### config.mk
export PLATFORM = sky130hd
export DESIGN_NAME = shape_write_flat
export DESIGN_NICKNAME = d
export VERILOG_FILES = /design/src/rtl/shape_pkg.sv /design/src/rtl/shape_write_if.sv /design/src/rtl/shape_write.sv /design/src/flat_wrapper.sv
export SDC_FILE = /design/constraint.sdc
export NUM_CORES = 1
export LEC_CHECK = 0
export CAP_MARGIN = 20
export CORE_UTILIZATION = 55
export DETAILED_ROUTE_END_ITERATION = 10
export HOLD_SLACK_MARGIN = 0.12
export PLACE_DENSITY_LB_ADDON = 0.2
export SYNTH_ARGS = -nofsm -noshare
export SYNTH_HDL_FRONTEND = slang
export SYNTH_SLANG_ARGS = --single-unit
export TNS_END_PERCENT = 50
### constraint.sdc
create_clock -name clk -period 4.25 [get_ports clk]
set_clock_uncertainty 0.15 [all_clocks]
set_input_delay 0.425 -clock clk [delete_from_list [all_inputs] [get_ports clk]]
set_output_delay 0.425 -clock clk [all_outputs]
set_load 0.01 [all_outputs]
### src/rtl/shape_pkg.sv
// Shared definitions for the shape record writer and reader: word layout, FSM states, record length.
package shape_pkg;

    localparam int unsigned SHAPE_DATAB    = 3;
    localparam int unsigned SHAPE_W_TYPE   = 0;
    localparam int unsigned SHAPE_W_X      = 1;
    localparam int unsigned SHAPE_W_Y      = 2;
    localparam int unsigned SHAPE_W_SIZE   = 3;
    localparam int unsigned SHAPE_W_ROTATE = 4;

    typedef enum logic {
        ST_IDLE  = 1'b0,
        ST_WRITE = 1'b1
    } shape_state_e;

    // Words per record for a given log2 record length.
    function automatic int unsigned rec_words(input int unsigned datab);
        return 32'(1) << datab;
    endfunction

endpackage

### src/rtl/shape_write_if.sv
// Shape descriptor request and shape RAM write port bundle.
// Optional macro SHAPE_WRITE_ERASE_EN adds the erase request bit.
interface shape_write_if #(
    parameter int unsigned CORDW = 10,
    parameter int unsigned ADDRW = 20,
    parameter int unsigned DATAW = 12,
    parameter int unsigned NUMW  = DATAW
);
    logic [NUMW-1:0]  id;
    logic             trigger;
    logic [DATAW-1:0] ty;
    logic [CORDW-1:0] x;
    logic [CORDW-1:0] y;
    logic [DATAW-1:0] size;
    logic [DATAW-1:0] rotate;
    logic [ADDRW-1:0] ram_address_offset;
`ifdef SHAPE_WRITE_ERASE_EN
    logic             erase;
`endif
    logic [ADDRW-1:0] ram_address;
    logic             ram_we;
    logic [DATAW-1:0] ram_data;
    logic             busy;
    logic             done;

    modport slave (
        input  id, trigger, ty, x, y, size, rotate, ram_address_offset,
`ifdef SHAPE_WRITE_ERASE_EN
        input  erase,
`endif
        output ram_address, ram_we, ram_data, busy, done
    );

    modport master (
        output id, trigger, ty, x, y, size, rotate, ram_address_offset,
`ifdef SHAPE_WRITE_ERASE_EN
        output erase,
`endif
        input  ram_address, ram_we, ram_data, busy, done
    );

endinterface

### src/rtl/shape_write.sv
// Writes one latched shape descriptor into the shape RAM as a record of 2^DATAB words.
// Optional macro SHAPE_WRITE_ERASE_EN: erase request writes an all-zero record.
module shape_write
    import shape_pkg::*;
#(
    parameter int unsigned DATAB = SHAPE_DATAB,
    parameter int unsigned CORDW = 10,
    parameter int unsigned ADDRW = 20,
    parameter int unsigned DATAW = 12,
    parameter int unsigned NUMW  = DATAW
) (
    input  logic         clk,
    input  logic         rst_n,
    shape_write_if.slave bus
);

    localparam int unsigned     REC_WORDS = rec_words(DATAB);
    localparam logic [DATAB-1:0] LAST_PTR = DATAB'(REC_WORDS - 1);

    shape_state_e     r_state;
    logic [DATAB-1:0] r_ptr;
    logic [ADDRW-1:0] r_base;
    logic [DATAW-1:0] r_ty;
    logic [CORDW-1:0] r_x;
    logic [CORDW-1:0] r_y;
    logic [DATAW-1:0] r_size;
    logic [DATAW-1:0] r_rotate;
    logic             r_erase;
    logic [ADDRW-1:0] r_addr;
    logic [DATAW-1:0] r_data;
    logic             r_we;
    logic             r_busy;
    logic             r_done;

    logic             w_erase;
    logic [ADDRW-1:0] w_start_base;
    logic [DATAB-1:0] w_next_ptr;
    logic [ADDRW-1:0] w_next_addr;
    logic [DATAW-1:0] w_first_data;
    logic [DATAW-1:0] w_next_data;

    // Record word layout; padding words and erased records are zero.
    function automatic logic [DATAW-1:0] word_sel(
        input logic [DATAB-1:0] ptr,
        input logic [DATAW-1:0] ty,
        input logic [CORDW-1:0] x,
        input logic [CORDW-1:0] y,
        input logic [DATAW-1:0] size,
        input logic [DATAW-1:0] rotate,
        input logic             blank
    );
        logic [DATAW-1:0] w;
        w = '0;
        if (!blank) begin
            case (ptr)
                DATAB'(SHAPE_W_TYPE):   w = ty;
                DATAB'(SHAPE_W_X):      w = DATAW'(x);
                DATAB'(SHAPE_W_Y):      w = DATAW'(y);
                DATAB'(SHAPE_W_SIZE):   w = size;
                DATAB'(SHAPE_W_ROTATE): w = rotate;
                default:                w = '0;
            endcase
        end
        return w;
    endfunction

`ifdef SHAPE_WRITE_ERASE_EN
    assign w_erase = bus.erase;
`else
    assign w_erase = 1'b0;
`endif

    assign w_start_base = ADDRW'(ADDRW'(bus.id) << DATAB) + bus.ram_address_offset;
    assign w_next_ptr   = r_ptr + DATAB'(1);
    assign w_next_addr  = r_base + ADDRW'(w_next_ptr);
    assign w_first_data = word_sel(DATAB'(0), bus.ty, bus.x, bus.y, bus.size, bus.rotate, w_erase);
    assign w_next_data  = word_sel(w_next_ptr, r_ty, r_x, r_y, r_size, r_rotate, r_erase);

    // Record sequencer: the first word goes out on the cycle right after the trigger edge.
    always_ff @(posedge clk or negedge rst_n) begin
        if (!rst_n) begin
            r_state  <= ST_IDLE;
            r_ptr    <= '0;
            r_base   <= '0;
            r_ty     <= '0;
            r_x      <= '0;
            r_y      <= '0;
            r_size   <= '0;
            r_rotate <= '0;
            r_erase  <= 1'b0;
            r_addr   <= '0;
            r_data   <= '0;
            r_we     <= 1'b0;
            r_busy   <= 1'b0;
            r_done   <= 1'b0;
        end else begin
            r_done <= 1'b0;
            case (r_state)
                ST_IDLE: begin
                    if (bus.trigger) begin
                        r_state  <= ST_WRITE;
                        r_ptr    <= '0;
                        r_base   <= w_start_base;
                        r_ty     <= bus.ty;
                        r_x      <= bus.x;
                        r_y      <= bus.y;
                        r_size   <= bus.size;
                        r_rotate <= bus.rotate;
                        r_erase  <= w_erase;
                        r_addr   <= w_start_base;
                        r_data   <= w_first_data;
                        r_we     <= 1'b1;
                        r_busy   <= 1'b1;
                    end
                end
                ST_WRITE: begin
                    if (r_ptr == LAST_PTR) begin
                        r_state <= ST_IDLE;
                        r_we    <= 1'b0;
                        r_busy  <= 1'b0;
                        r_done  <= 1'b1;
                    end else begin
                        r_ptr  <= w_next_ptr;
                        r_addr <= w_next_addr;
                        r_data <= w_next_data;
                    end
                end
                default: r_state <= ST_IDLE;
            endcase
        end
    end

    assign bus.ram_address = r_addr;
    assign bus.ram_we      = r_we;
    assign bus.ram_data    = r_data;
    assign bus.busy        = r_busy;
    assign bus.done        = r_done;

endmodule

### src/flat_wrapper.sv
// flat-port wrapper written by rule: the top's interface ports become plain ports
module shape_write_flat import shape_pkg::*;
#(
    parameter int unsigned DATAB = SHAPE_DATAB,
    parameter int unsigned CORDW = 10,
    parameter int unsigned ADDRW = 20,
    parameter int unsigned DATAW = 12,
    parameter int unsigned NUMW  = DATAW
)
  (clk, rst_n, bus_id, bus_trigger, bus_ty, bus_x, bus_y, bus_size, bus_rotate, bus_ram_address_offset, bus_ram_address, bus_ram_we, bus_ram_data, bus_busy, bus_done);
  shape_write_if #(.CORDW(CORDW), .ADDRW(ADDRW), .DATAW(DATAW), .NUMW(NUMW)) bus_i ();
  input  logic clk;
  input  logic rst_n;
  input wire logic [$bits(bus_i.id)-1:0] bus_id;
  input wire logic [$bits(bus_i.trigger)-1:0] bus_trigger;
  input wire logic [$bits(bus_i.ty)-1:0] bus_ty;
  input wire logic [$bits(bus_i.x)-1:0] bus_x;
  input wire logic [$bits(bus_i.y)-1:0] bus_y;
  input wire logic [$bits(bus_i.size)-1:0] bus_size;
  input wire logic [$bits(bus_i.rotate)-1:0] bus_rotate;
  input wire logic [$bits(bus_i.ram_address_offset)-1:0] bus_ram_address_offset;
  output wire logic [$bits(bus_i.ram_address)-1:0] bus_ram_address;
  output wire logic [$bits(bus_i.ram_we)-1:0] bus_ram_we;
  output wire logic [$bits(bus_i.ram_data)-1:0] bus_ram_data;
  output wire logic [$bits(bus_i.busy)-1:0] bus_busy;
  output wire logic [$bits(bus_i.done)-1:0] bus_done;
  assign bus_i.id = bus_id;
  assign bus_i.trigger = bus_trigger;
  assign bus_i.ty = bus_ty;
  assign bus_i.x = bus_x;
  assign bus_i.y = bus_y;
  assign bus_i.size = bus_size;
  assign bus_i.rotate = bus_rotate;
  assign bus_i.ram_address_offset = bus_ram_address_offset;
  assign bus_ram_address = bus_i.ram_address;
  assign bus_ram_we = bus_i.ram_we;
  assign bus_ram_data = bus_i.ram_data;
  assign bus_busy = bus_i.busy;
  assign bus_done = bus_i.done;
  shape_write #(.DATAB(DATAB), .CORDW(CORDW), .ADDRW(ADDRW), .DATAW(DATAW), .NUMW(NUMW)) u_core (.clk(clk), .rst_n(rst_n), .bus(bus_i));
endmodule
==> results by group, run 1 <==
STA
  • Clock period minus worst slack: between 2 and 3 ns
  • Final slew viol count: 0
  • Relative slew margins: 42.7%
  • Final hold violations: 0
  • Tcrit/Tclk final: 69.3%
  • Setup TNS Final: 0 ns
  • Setup repair after global routing missed its margin: no
  • Fmax: 340 MHz
  • Final Setup Violations: 0
  • Worst-margin pin slew: 0.859 ns

Synthesis
  • Yosys warning count: 0
  • EDFF count, synth: 0
  • Syn_area_per_cell: 8.78 um^2
  • Main synth FF type: dfrtp_1
  • Async set or reset register ratio after synthesis: 100%
  • Area contributors post-synth: dfrtp_1 48%, nand2_1 16%, ha_1 4.4%, o21ai_0 3.6%, mux2i_1 3.0%
  • #FFs+latches synth: 114
  • Synthesized area: approximately 5900 um^2
  • Seq/Total Area, Yosys: 48.1%
  • Synth top area share: 48.1%
  • Net Count, Synth: slightly below 800
  • Leading area contributor after synthesis: dfrtp_1
  • Synth cell types: between 40 and 50
  • Mapped Cells: 675

Critical path
  • CP Max Fanout: 6
  • FF-to-FF Start: u_core.r_ptr[0]
  • Crit path buffers/inverters: 0
  • Crit-path slowest cell: dfrtp_1
  • CP Launch Type: flop
  • Capturing point of the worst reg2reg path: u_core.bus.ram_address[17]
  • Worst Reg-to-Reg Cells: 9
  • Worst Setup SP: u_core.r_ptr[0]
  • Crit Path Class: reg2reg
  • Worst EP arrival: 3.20 ns
  • Setup crit end: u_core.bus.ram_address[17]
  • Cell count along the critical path: 9
  • Crit path max-delay family: adder cells
  • Required time of the worst setup path: 4.50 ns
  • CP max stage delay: 0.44 ns
  • Register-to-register path setup slack: about 1.3 ns
  • Most numerous cell on the critical path: ha_1
  • CP cell instances: ha_1 > ha_1 > ha_1 > nand3_1 > a21oi_1 > nand4_1 > xor2_1 > nor2_1 > or3_1
  • Worst Setup End Kind: flop

CTS
  • CTS buffer count: 17
  • Post-CTS setup buffers: 0
  • Worst-path clk slew: 0.06 ns
  • CTS sink cnt: 114
  • CTS tree: yes
  • Clock root cell: clkbuf_8
  • Htree depth: 4
  • Skew-Pair Late Insertion Delay: 0.52 ns
  • Post-CTS resize count: 0
  • Maximum clock path buffer count: 2
  • Hold buffer count at CTS: 1

Routing
  • DRC: 0
  • Routed WL: about 16000 um
  • DR vias/cell: slightly below 6
  • ANT nets after route: 0
  • Starting DRT DRC Count: 434
  • Via count: 5459
  • WL per Instance: between 15 and 20 um
  • DRT Pass-1 Iters: 5

Power
  • P_sw: 2.20 mW
  • Leak pwr: 3.69 nW
  • Sequential share of power: 33.1%
  • Peak supply drop: 0.000367 V
  • Power per Cell Area: approximately 750 nW/um^2
  • Internal power: roughly 3.8 mW
  • Combinational share of power: 40.3%
  • Clock share of power: between 20% and 30%
  • Sw Ratio: between 30% and 40%
  • Overall power: roughly 6 mW

Placement
  • IO buf count: 125
  • Detailed placer's ending HPWL: approximately 11000 um
  • Gpl congestion: 0.864

Global route
  • Pin count of the biggest net entering global routing: 69
  • Global-route wire length before repair: 26500 um
  • Number of global-route vias before repair: 5521
  • GRT Total Usage: 30.6%
  • Initial antenna violation count: 0
  • Grt ovf: 0

Floorplanning
  • Boundary Pins: ~130
  • Starting density of the core: 57.2%
  • FP Rows: 37
  • Die area: 11200 um^2
  • Area of the core: 10400 um^2
  • Die Wd: around 110 um
  • Die Y: 106 um

Layout
  • Share of cells above drive strength 1: 6.11%
  • ANT cells: 0
  • Area Overhead vs Synth: 33.9%
  • # nets final: 903

Run
  • Max_cap viols: 0

Min path
  • Hold WC Path Type: in2reg

Status
  • Run status: finished clean
tightest hold or removal path: cells and delay by family:
kind,cells,cell delay [ns]
buf+inv,1,0.39
simple gates,2,0.09
through the flow:
step,util [%],cells,instance area (um^2),worst slack [ns],hold slack (ns)
CTS,76.5,938,7940,1.33,0.274
global route,76.5,938,7940,1.19,0.291
finish,76.5,938,7940,1.31,0.280
floorplan,-,675,5930,1.71,-0.0206
global placement,70.0,905,7260,1.14,0.306
detailed placement,70.0,905,7260,1.04,0.315
worst min-delay path by stage:
| stage | endpoint | slack (ns) | depth (start not counted) | start |
|---|---|---|---|---|
| final | u_core.r_size[9] | 0.28 | 3 | bus_size[9] |
| after floorplan | u_core.bus.done | -0.02 | 0 | rst_n |
| after global placement | u_core.r_ty[1] | 0.31 | 2 | u_core.r_ty[1] |
| after global routing | u_core.r_rotate[4] | 0.29 | 3 | bus_rotate[4] |
| after detailed placement | u_core.r_size[4] | 0.31 | 2 | u_core.r_size[4] |
| after CTS | u_core.r_size[9] | 0.27 | 3 | bus_size[9] |
cells by family (layout without fill, tap and decap cells):
group	count (synthesis)	after routing	share of synthesized area [%]
AO/OA/AOI/OAI	132	132	15.0
buffers and inverters	48	175	3.23
flip-flops	114	114	48.1
AND/OR/NAND/NOR	311	311	21.2
adder cells (fa/ha/maj)	23	23	5.11
XOR/XNOR	29	29	4.29
multiplexers	18	18	3.04
cells in the final DEF, fill, tap and decap left out, types with 3 or more instances in the layout:
master	synthesis	layout
inv_1	8	8
a21o_1	8	8
a21oi_1	20	20
buf_4	1	9
a32oi_1	10	10
a222oi_1	10	10
o211ai_1	7	7
clkdlybuf4s50_1	0	124
o22ai_1	12	12
nand4_1	7	7
clkinv_2	0	5
nor2b_1	3	3
and3_1	3	3
nand3_1	9	9
xnor2_1	18	18
ha_1	21	21
mux2i_1	18	18
nor2_2	2	3
nor2_1	24	22
clkbuf_16	0	16
xor2_1	11	11
o21ai_0	43	43
nor3_1	7	7
dfrtp_1	114	114
bufinv_16	0	6
nand2_1	247	246
a22oi_1	6	6
clkbuf_8	0	4
cells in the mapped netlist (8+ instances only):
cell type / instances
inv_1: 8
a32oi_1: 10
a222oi_1: 10
o22ai_1: 12
o21ai_0: 43
clkbuf_1: 29
xor2_1: 11
nand3_1: 9
ha_1: 21
nand2_1: 247
a21o_1: 8
a21oi_1: 20
xnor2_1: 18
mux2i_1: 18
nor2_1: 24
dfrtp_1: 114
cell type report:
class / instances / area (um^2)
Clock buffer: 21 / 459
Clock inverter: 11 / 205
Fill cell: 716 / 2430
Inverter: 9 / 33.8
Multi-Input combinational cell: 513 / 2900
Sequential cell: 114 / 2850
Tap cell: 136 / 170
Timing Repair Buffer: 134 / 1320
per-layer routing:
metal  wire, um  track usage (%)
met1       6330             36.2
met4        320             12.1
met3       1070             5.81
met5          0                0
met2       8320             54.6
power by group through the flow:
stage | Combinational, mW | Sequential [mW] | Clock, mW
finish | 2.41 | 1.98 | 1.59
floorplan | 1.48 | 1.94 | 0
CTS | 2.42 | 1.96 | 1.60
detailed placement | 2.36 | 1.96 | 0
global placement | 2.28 | 1.94 | 0
global route | 2.65 | 2.03 | 1.65
state kept, by name, summed over array words and instances (netlist names), 3 cells and up:
name                    cells
u_core.bus.ram_data        12
u_core.r_ptr                3
u_core.r_rotate            12
u_core.r_ty                12
u_core.r_size              12
u_core.r_y                 10
u_core.bus.ram_address     20
u_core.r_x                 10
u_core.r_base              20
Power figures use the tool's default switching activity.
==> run 2: changes to the inputs <==
Settings changed: CORE_UTILIZATION 55 to 46.
Clock period 4.25 ns to 2.4 ns, I/O delays scaled along.
==> run 2 against run 1 <==
Net effect:
- the flow now finishes with violations (negative setup slack)
- total power grew 83%
- sequential power grew 77%
- highest routed layer unchanged
- critical path depth grew 2
- sequential cell count is the same
- clock power grew 50%
- setup slack lost 1.4 ns
==> results by group, run 2 (synthesis gave the netlist of run 1 again) <==
CTS
  • CTS buffer count: 17 (unchanged)
  • CTS tree: yes (unchanged)
  • Worst-path clk slew: 0.06 ns (about the same)
  • Skew-Pair Late Insertion Delay: 0.41 ns (was 0.52 ns)
  • Clock root cell: clkbuf_16 (was clkbuf_8)
  • CTS sink cnt: 114 (unchanged)
  • Htree depth: 4 (unchanged)
  • Maximum clock path buffer count: 2 (unchanged)

Floorplanning
  • FP Rows: 41 (was 37)
  • Starting density of the core: 47.2% (was 57.2%)
  • Die Wd: 116 um (was 106 um)
  • Boundary Pins: 126 (unchanged)
  • Die Y: 116 um (was 106 um)
  • Area of the core: 12600 um^2 (was 10400 um^2)
  • Die area: 13300 um^2 (was 11200 um^2)

Critical path
  • Crit-path slowest cell: dfrtp_2 (was dfrtp_1)
  • Crit Path Class: reg2reg (unchanged)
  • FF-to-FF Start: u_core.r_ptr[0] (unchanged)
  • Worst EP arrival: 2.61 ns (was 3.20 ns)
  • Worst Setup End Kind: flop (unchanged)
  • CP Launch Type: flop (unchanged)
  • CP max stage delay: 0.44 ns (about the same)
  • Worst Setup SP: u_core.r_ptr[0] (unchanged)
  • Crit path buffers/inverters: 2 (was 0)
  • Crit path max-delay family: adder cells (unchanged)
  • Most numerous cell on the critical path: ha_4 (was ha_1)
  • CP cell instances: ha_4 > ha_4 > ha_4 > buf_6 > a21oi_4 > a21oi_4 > buf_6 > nand4_1 > xnor2_1 > a22oi_1 > o21ai_1 (was ha_1 > ha_1 > ha_1 > nand3_1 > a21oi_1 > nand4_1 > xor2_1 > nor2_1 > or3_1)
  • Required time of the worst setup path: 2.54 ns (was 4.50 ns)
  • CP Max Fanout: 4 (was 6)

Power
  • Sw Ratio: 37.3% (was 36.8%)
  • Leak pwr: 4.00 nW (was 3.69 nW)
  • Overall power: 10.9 mW (was 5.98 mW)
  • Combinational share of power: 46.2% (was 40.3%)
  • Clock share of power: 21.8% (was 26.7%)
  • Sequential share of power: 32.1% (was 33.1%)
  • P_sw: 4.08 mW (was 2.20 mW)
  • Internal power: 6.86 mW (was 3.78 mW)
  • Peak supply drop: 0.000771 V (was 0.000367 V)
  • Power per Cell Area: 1280 nW/um^2 (was 753 nW/um^2)

Routing
  • WL per Instance: 16.2 um (was 17.1 um)
  • Routed WL: 16600 um (was 16000 um)
  • DRC: 0 (unchanged)
  • DRT Pass-1 Iters: 6 (was 5)
  • Routed met1 length: 6770 um (was 6330 um)
  • WL met3: 1030 um (was 1070 um)
  • Via count: 5642 (was 5459)
  • Max layer used: met4 (unchanged)
  • Starting DRT DRC Count: 468 (was 434)
  • Routed wl met2: 8340 um (was 8320 um)
  • DR vias/cell: 5.49 (was 5.82)
  • ANT nets after route: 0 (unchanged)

Status
  • Failing checks: negative setup slack
  • Run status: complete, but fails checks (was finished clean)

Placement
  • Detailed placer's ending HPWL: 11700 um (was 10700 um)
  • IO buf count: 125 (unchanged)
  • Area after DPL: 7780 um^2 (was 7260 um^2)
  • Gpl congestion: 0.900 (was 0.864)
  • Placed cell count: 993 (was 905)

Layout
  • Area Overhead vs Synth: 44.0% (was 33.9%)
  • Most frequent cells in the layout: 246 x nand2_1, 124 x clkdlybuf4s50_1, 113 x dfrtp_1 (was 246 x nand2_1, 124 x clkdlybuf4s50_1, 114 x dfrtp_1)
  • ANT cells: 0 (unchanged)
  • Commonest non-fill, non-tap cell in the layout: nand2_1 (unchanged)
  • Fillers: 961 (was 716)
  • # nets final: 959 (was 903)
  • Post-Layout Cell Count: 1028 (was 938)
  • Post-route design area: 8540 um^2 (was 7940 um^2)
  • Share of cells above drive strength 1: 15.0% (was 6.11%)

Global route
  • Number of global-route vias before repair: 5745 (was 5521)
  • Initial antenna violation count: 0 (unchanged)
  • Grt ovf: 0 (unchanged)
  • GRT Total Usage: 25.9% (was 30.6%)
  • Global-route wire length before repair: 26500 um (about the same)
  • Pin count of the biggest net entering global routing: 77 (was 69)

STA
  • Clock period minus worst slack: 2.47 ns (was 2.94 ns)
  • Tcrit/Tclk final: 103% (was 69.3%)
  • Relative slew margins: 63.2% (was 42.7%)
  • Setup repair after global routing missed its margin: yes (was no)
  • Final hold violations: 0 (unchanged)
  • Final slew viol count: 0 (unchanged)
  • Fmax: 405 MHz (was 340 MHz)
  • Worst-margin pin slew: 0.553 ns (was 0.859 ns)
  • Final worst slack: -0.0705 ns (was 1.31 ns)
  • Final Setup Violations: 9 (was 0)

Run
  • Max_cap viols: 0 (unchanged)

Min path
  • Hold WC Path Type: in2async (was in2reg)
[run 2: layer usage]
metal,up-vias,global-route usage [%]
met2,235,45.6
li1,2651,-
met4,0,11.7
met1,2715,29.9
met5,-,0
met3,41,5.96
[run 2: area by class of cell]
cell class / count / area (um^2) / share of cell area (%)
Inverter: 9 / 33.8 / 0.396
Sequential cell: 114 / 2850 / 33.4
Clock inverter: 5 / 50.0 / 0.586
Multi-Input combinational cell: 513 / 3090 / 36.2
Clock buffer: 25 / 515 / 6.04
Timing Repair Buffer: 190 / 1780 / 20.8
Tap cell: 172 / 215 / 2.52
[run 2: power by group through the flow]
stage / logic, mW / registers (mW) / clock network (mW)
3_5_place_dp: 4.71 / 3.50 / 0
5_1_grt: 5.52 / 3.61 / 2.51
6_report: 5.05 / 3.51 / 2.38
3_3_place_gp: 4.58 / 3.46 / 0
4_1_cts: 4.97 / 3.48 / 2.41
2_1_floorplan: 2.71 / 3.44 / 0
[run 2: timing repair]
item | 4_1_cts | 5_1_grt
buffers inserted | 4 | 0
hold buffers | 1 | 0
hold endpoints to repair | 80 | 0
endpoints found under the setup margin | 14 | 22
gates resized for setup | 15 | 18
pin swaps | 13 | 18
[run 2: final timing paths]
kind / to / slack [ns] / cells past startpoint
max reg2reg: u_core.bus.ram_address[19] / -0.07 / 11
min in group clk: u_core.r_x[0] / 0.21 / 3
min reg2reg: u_core.r_ty[3] / 0.32 / 2
min: u_core.r_y[0] / 0.17 / 2
max: u_core.bus.ram_address[19] / -0.07 / 11
max in group asynchronous: u_core.r_ptr[0] / 1.09 / 3
[run 2: worst reg2reg max path, cell delays in order (launching register included)]
cell,delay [ns]
dfrtp_2,0.44
ha_4,0.18
ha_4,0.23
ha_4,0.30
buf_6,0.10
a21oi_4,0.07
a21oi_4,0.22
buf_6,0.13
nand4_1,0.14
xnor2_1,0.16
a22oi_1,0.16
o21ai_1,0.08
[run 2: per-stage QoR]
stage	hold slack [ns]	worst slack (ns)	TNS (ns)	util, %
after CTS	0.170	-0.0766	-0.504	67.4
after floorplan	-0.206	0.0207	0	-
after global placement	0.0478	-0.390	-3.89	61.9
after global routing	0.201	-0.181	-1.29	67.9
final	0.172	-0.0705	-0.313	67.9
after detailed placement	0.0590	-0.441	-4.72	61.9
==> run 3: changes to the inputs <==
Settings changed: CTS_CLUSTER_DIAMETER from default to 100.
==> results of run 3 <==
No change in the layout: final DEF, timing and power equal those of run 2.
